$ cat src/rtl/switch_box_param_if.sv
// rtl/switch_box_param_if.sv - track, PE and configuration signals of the switch box
interface switch_box_param_if #(
  parameter int NUM_TRACKS = 4,
  parameter int WIDTH      = 1
);
  logic [4*NUM_TRACKS*WIDTH-1:0] in_wires;
  logic [4*NUM_TRACKS*WIDTH-1:0] out_wires;
  logic [WIDTH-1:0]              pe_output;
  logic [31:0]                   config_data;
  logic [7:0]                    config_addr;
  logic                          config_en;
  logic                          config_commit;
  logic [31:0]                   config_rdata;
  logic                          commit_done;
  logic                          config_err;

  modport master (
    output in_wires, pe_output, config_data, config_addr, config_en, config_commit,
    input  out_wires, config_rdata, commit_done, config_err
  );

  modport slave (
    input  in_wires, pe_output, config_data, config_addr, config_en, config_commit,
    output out_wires, config_rdata, commit_done, config_err
  );
endinterface

$ cat src/rtl/switch_box_param.sv
// rtl/switch_box_param.sv - parameterised routing switch box with shadow/active configuration
module switch_box_param #(
  parameter int NUM_TRACKS = 4,
  parameter int WIDTH      = 1
) (
  input  logic               clk,
  input  logic               reset,
  switch_box_param_if.slave  bus
);
  localparam int         N_OUT     = 4 * NUM_TRACKS;
  localparam int         NUM_WORDS = (N_OUT + 7) / 8;
  localparam int         AW        = (NUM_WORDS > 1) ? $clog2(NUM_WORDS) : 1;
  localparam logic [7:0] LAST_ADDR = 8'(NUM_WORDS - 1);

  logic [31:0]   shadow [NUM_WORDS];
  logic [31:0]   active [NUM_WORDS];
  logic [31:0]   rdata_q;
  logic          commit_done_q;
  logic          err_q;
  logic          addr_ok;
  logic [AW-1:0] widx;
  logic          unused_tail;

  assign addr_ok     = (bus.config_addr <= LAST_ADDR);
  assign widx        = bus.config_addr[AW-1:0];
  assign unused_tail = ^active[NUM_WORDS-1];

  // Nonblocking copy of shadow into active means a same-edge write is seen
  // only by the shadow, and readback returns the pre-write word.
  always_ff @(posedge clk or negedge reset) begin
    if (!reset) begin
      for (int i = 0; i < NUM_WORDS; i++) begin
        shadow[i] <= '0;
        active[i] <= '0;
      end
      rdata_q       <= '0;
      commit_done_q <= 1'b0;
      err_q         <= 1'b0;
    end else begin
      if (bus.config_en) begin
        if (addr_ok) begin
          shadow[widx] <= bus.config_data;
        end else begin
          err_q <= 1'b1;
        end
      end
      if (bus.config_commit) begin
        for (int i = 0; i < NUM_WORDS; i++) begin
          active[i] <= shadow[i];
        end
      end
      commit_done_q <= bus.config_commit;
      rdata_q       <= addr_ok ? shadow[widx] : 32'h0;
    end
  end

  assign bus.config_rdata = rdata_q;
  assign bus.commit_done  = commit_done_q;
  assign bus.config_err   = err_q;

  for (genvar s = 0; s < 4; s++) begin : g_side
    for (genvar t = 0; t < NUM_TRACKS; t++) begin : g_track
      localparam int K = s * NUM_TRACKS + t;

      logic [3:0]       field;
      logic [WIDTH-1:0] src1;
      logic [WIDTH-1:0] src2;
      logic [WIDTH-1:0] src3;
      logic [WIDTH-1:0] route;
      logic [WIDTH-1:0] pipe_q;
      logic             unused_reserved;

      assign field           = active[K/8][4*(K%8) +: 4];
      assign unused_reserved = field[3];
      assign src1 = bus.in_wires[(((s + 1) % 4) * NUM_TRACKS + t) * WIDTH +: WIDTH];
      assign src2 = bus.in_wires[(((s + 2) % 4) * NUM_TRACKS + t) * WIDTH +: WIDTH];
      assign src3 = bus.in_wires[(((s + 3) % 4) * NUM_TRACKS + t) * WIDTH +: WIDTH];

      always_comb begin
        route = bus.pe_output;
        case (field[1:0])
          2'd0:    route = src1;
          2'd1:    route = src2;
          2'd2:    route = src3;
          default: route = bus.pe_output;
        endcase
      end

      // Captures every edge regardless of reg_mode so switching modes never exposes stale data.
      always_ff @(posedge clk or negedge reset) begin
        if (!reset) begin
          pipe_q <= '0;
        end else begin
          pipe_q <= route;
        end
      end

      assign bus.out_wires[K*WIDTH +: WIDTH] = field[2] ? pipe_q : route;
    end
  end
endmodule

$ cat src/flat_wrapper.sv
// flat-port wrapper written by rule: the top's interface ports become plain ports
module switch_box_param_flat 
#(
  parameter int NUM_TRACKS = 4,
  parameter int WIDTH      = 1
)
  (clk, reset, bus_in_wires, bus_pe_output, bus_config_data, bus_config_addr, bus_config_en, bus_config_commit, bus_out_wires, bus_config_rdata, bus_commit_done, bus_config_err);
  switch_box_param_if #(.NUM_TRACKS(NUM_TRACKS), .WIDTH(WIDTH)) bus_i ();
  input  logic clk;
  input  logic reset;
  input wire logic [$bits(bus_i.in_wires)-1:0] bus_in_wires;
  input wire logic [$bits(bus_i.pe_output)-1:0] bus_pe_output;
  input wire logic [$bits(bus_i.config_data)-1:0] bus_config_data;
  input wire logic [$bits(bus_i.config_addr)-1:0] bus_config_addr;
  input wire logic [$bits(bus_i.config_en)-1:0] bus_config_en;
  input wire logic [$bits(bus_i.config_commit)-1:0] bus_config_commit;
  output wire logic [$bits(bus_i.out_wires)-1:0] bus_out_wires;
  output wire logic [$bits(bus_i.config_rdata)-1:0] bus_config_rdata;
  output wire logic [$bits(bus_i.commit_done)-1:0] bus_commit_done;
  output wire logic [$bits(bus_i.config_err)-1:0] bus_config_err;
  assign bus_i.in_wires = bus_in_wires;
  assign bus_i.pe_output = bus_pe_output;
  assign bus_i.config_data = bus_config_data;
  assign bus_i.config_addr = bus_config_addr;
  assign bus_i.config_en = bus_config_en;
  assign bus_i.config_commit = bus_config_commit;
  assign bus_out_wires = bus_i.out_wires;
  assign bus_config_rdata = bus_i.config_rdata;
  assign bus_commit_done = bus_i.commit_done;
  assign bus_config_err = bus_i.config_err;
  switch_box_param #(.NUM_TRACKS(NUM_TRACKS), .WIDTH(WIDTH)) u_core (.clk(clk), .reset(reset), .bus(bus_i));
endmodule
$ cat config.mk
export PLATFORM = sky130hd
export DESIGN_NAME = switch_box_param_flat
export DESIGN_NICKNAME = d
export VERILOG_FILES = /design/src/rtl/switch_box_param_if.sv /design/src/rtl/switch_box_param.sv /design/src/flat_wrapper.sv
export SDC_FILE = /design/constraint.sdc
export NUM_CORES = 1
export LEC_CHECK = 0
export CAP_MARGIN = 0
export CORE_MARGIN = 2
export CORE_UTILIZATION = 40
export DETAILED_ROUTE_END_ITERATION = 10
export PLACE_DENSITY = 0.66
export SLEW_MARGIN = 15
export SYNTH_ARGS = -nofsm -noshare
export SYNTH_HDL_FRONTEND = slang
export SYNTH_SLANG_ARGS = --single-unit
$ cat constraint.sdc
create_clock -name clk -period 2.65 [get_ports clk]
set_input_delay 0.53 -clock clk [delete_from_list [all_inputs] [get_ports clk]]
set_output_delay 0.53 -clock clk [all_outputs]
set_load 0.005 [all_outputs]
==> flow_summary.yaml <==
run_status:
  status: "finished, final reports clean"
global_routing:
  grt_pass1_wl_mm: 22.90
  grt_pass1_vias: 4136
  globalRouteTotalUtil_pct: 17.45
  grt_max_degree: 86
  overflow: 0
  antenna_found_initial: 1
timing:
  slew_headroom_pct: 55.79
  worst_pin_slew_ns: 0.6632
  slew_violations: 0
  whs_ns: 0.1059
  setup_viol: 0
  skew_ns: 0.006570
  clock.fmax_ghz: 0.3811
  finalCritPeriodShare_pct: 99.01
  hold_viol: 0
  grt_setup_unrepaired: "false"
  period_minus_slack_ns: 2.624
clock_tree:
  clkLatencyLatePin_ns: 0.42
  ctsRootBufferMaster: "clkbuf_16"
  cts_buffers: 17
  cts.sinks: 162
  cts_tree: "built"
  h-tree-depth: 4
  clkTransAtPathRegs_ns: 0.06
  clockBufferDepth: 2
worst_setup_path:
  reg2regPathDepth: 1
  crit_arrival_ns: 2.09
  worstSetupPathType: "in -> out"
  path_buf_inv: 3
  cp_data_required_time_ns: 2.12
  cp_top_family: "buffers and inverters"
  cp_slowest_stage_delay_ns: 0.50
  cpMaxStageDelayCell: "mux4_2"
  path_cells: "clkdlybuf4s15_2 -> bufbuf_16 -> mux4_2 -> mux2_2 -> dlygate4sd2_1"
  crit_fanout: 8
  cp-start-kind: "primary input"
  endpoint_kind: "output pin"
  cp_num_cells: 5
hold_path:
  min_path_type: "in -> async"
detailed_routing:
  wl_met2_mm: 7.126
  postRouteAntennaNets: 0
  postRouteWirelength_mm: 14.09
  drc: 0
  highest_layer: "met4"
  dr.pass1.iters: 4
  dr.first_iter.drc_count: 147
  route.met3.wl_um: 725
  wirelength_met1_mm: 6.049
  wl_per_cell_um: 18.86
  routed-via-count: 3745
  via_per_inst: 5.013
place:
  place_inst: 713
  dp_hpwl_mm: 9.166
  port_buffers: 110
  gp_congestion: 0.7485
synth:
  synth_top_cell_area_share_pct: 62.48
  ys_warn_count: 0
  yosysTopAreaCell: "dfrtp_1"
  synth_top_flop_cell: "dfrtp_1"
  syn_inst: 396
  synthMostInstantiatedCell: "dfrtp_1"
  ys_types: 16
  async_flop_share_pct: 100.0
  yosysSeqAreaShare_pct: 62.48
  synthTopCellsByCount: "162 x dfrtp_1, 120 x mux2_2, 32 x mux2i_1, 32 x nor2_1, 16 x mux4_2"
  syn_nets: 457
  synth_area_um2: 6489
  synth-seq-cells: 162
  synthTopCellsByArea: "dfrtp_1 62%, mux2_2 21%, mux4_2 5.6%, mux2i_1 4.9%, nor2_1 1.9%"
  synth-edff-count: 0
  avgSynthCellArea_um2: 16.39
floorplan:
  initial_core_util_pct: 40.85
  core_um2: 15890
  io_pins: 111
  die_h_um: 131.4
  rows: 46
  die_w_um: 131.4
  dieArea_um2: 17260
power:
  internal-power_w: 0.004257
  powerDensity_nw_per_um2: 645.7
  p_comb_share_pct: 8.6
  switching_share_pct: 22.03
  power_frac_seq_pct: 48.6
  clockPowerShare_pct: 42.7
  ir_drop_uv: 478.9
  switchingPower_w: 0.001203
  power.total_w: 0.005460
  leakagePower_nw: 4.002
cells_and_area:
  area_growth_pct: 30.31
  seqCellArea_um2: 4054
  finalNonFillerCells: 747
  multi_input_area_um2: 2311
  nNetsFinal: 578
  nFillCells: 1323
  layout-drive-gt1-share_pct: 34.91
run:
  cap_violations: 0
==> per-stage QoR <==
step                      cell area, um^2  setup slack [ns]  setup TNS (ns)  utilization (%)
after global routing                 8453          0.002809               0            53.21
after floorplan                      6489            0.6948               0                -
after CTS                            8452           0.01747               0            53.21
after detailed placement             7881           -0.2772          -3.960            49.61
final                                8456           0.02631               0            53.23
after global placement               7881           -0.2716          -3.848            49.61
==> power groups by stage <==
| stage | sequential (W) | clock, W | combinational (W) |
|---|---|---|---|
| after detailed placement | 0.00270 | 0 | 0.000503 |
| final | 0.00266 | 0.00233 | 0.000472 |
| after CTS | 0.00266 | 0.00240 | 0.000483 |
| after global placement | 0.00269 | 0 | 0.000493 |
| after floorplan | 0.00268 | 0 | 0.000224 |
| after global routing | 0.00267 | 0.00254 | 0.000513 |
==> what timing repair did <==
item                       CTS  global route
gates resized for setup     33             1
setup buffers                0             0
setup endpoints to repair   16             1
gates cloned                 1             0
hold buffers                 0             0
==> flip-flops by register name (all words and copies together), names as in the netlist <==
signal and cells:
u_core.active 48, u_core.bus.config_rdata 32, u_core.bus.commit_done 1, u_core.bus.config_err 1
u_core.g_side.g_track.pipe_q 16, u_core.shadow 64
==> placed cells by master, fill, tap and decap left out, types with 2 or more instances in the layout <==
cell type and n:
dfrtp_1 162, mux2_2 119, clkdlybuf4s50_1 77, mux2i_1 32, nor2_1 32, dlygate4sd2_1 28, clkbuf_16 17, mux4_2 16
mux2_1 8, buf_12 6, buf_4 5, clkbuf_8 4, clkinv_2 3, clkbuf_1 3, clkinvlp_4 2, clkinv_4 2
buf_2 2
==> layout make-up <==
class	count	share of cell area, %
clock inverters	8	0.9174
clock buffers	24	5.815
multi-input cells	214	27.33
flip-flops and latches	162	47.94
diodes	1	0.02959
repair buffers	122	14.77
well taps	216	3.196
==> per-layer routing <==
layer	GRT usage (%)	vias to the layer above
met5	0	-
met4	5.797	0
met3	4.977	17
met2	29.44	93
met1	21.69	1968
li1	-	1667
==> kinds of logic after synthesis <==
family	synth area share [%]
compound gates	0.1157
simple gates	2.680
flops	62.48
mux	32.70
buf+inv	2.025
==> worst paths after layout <==
kind                       slack [ns]                   from                            endpoint
setup / recovery                 0.03          bus_pe_output                    bus_out_wires[9]
hold reg to reg                  0.47  u_core.bus.config_err               u_core.bus.config_err
hold / removal                   0.11                  reset                    u_core.shadow[2]
max in group asynchronous        2.17                  reset                   u_core.shadow[52]
setup reg to reg                 1.57      u_core.active[53]  u_core.g_side[1].g_track[1].pipe_q
min in group clk                 0.47  u_core.bus.config_err               u_core.bus.config_err
No activity file was read; power rests on OpenSTA's default activity.
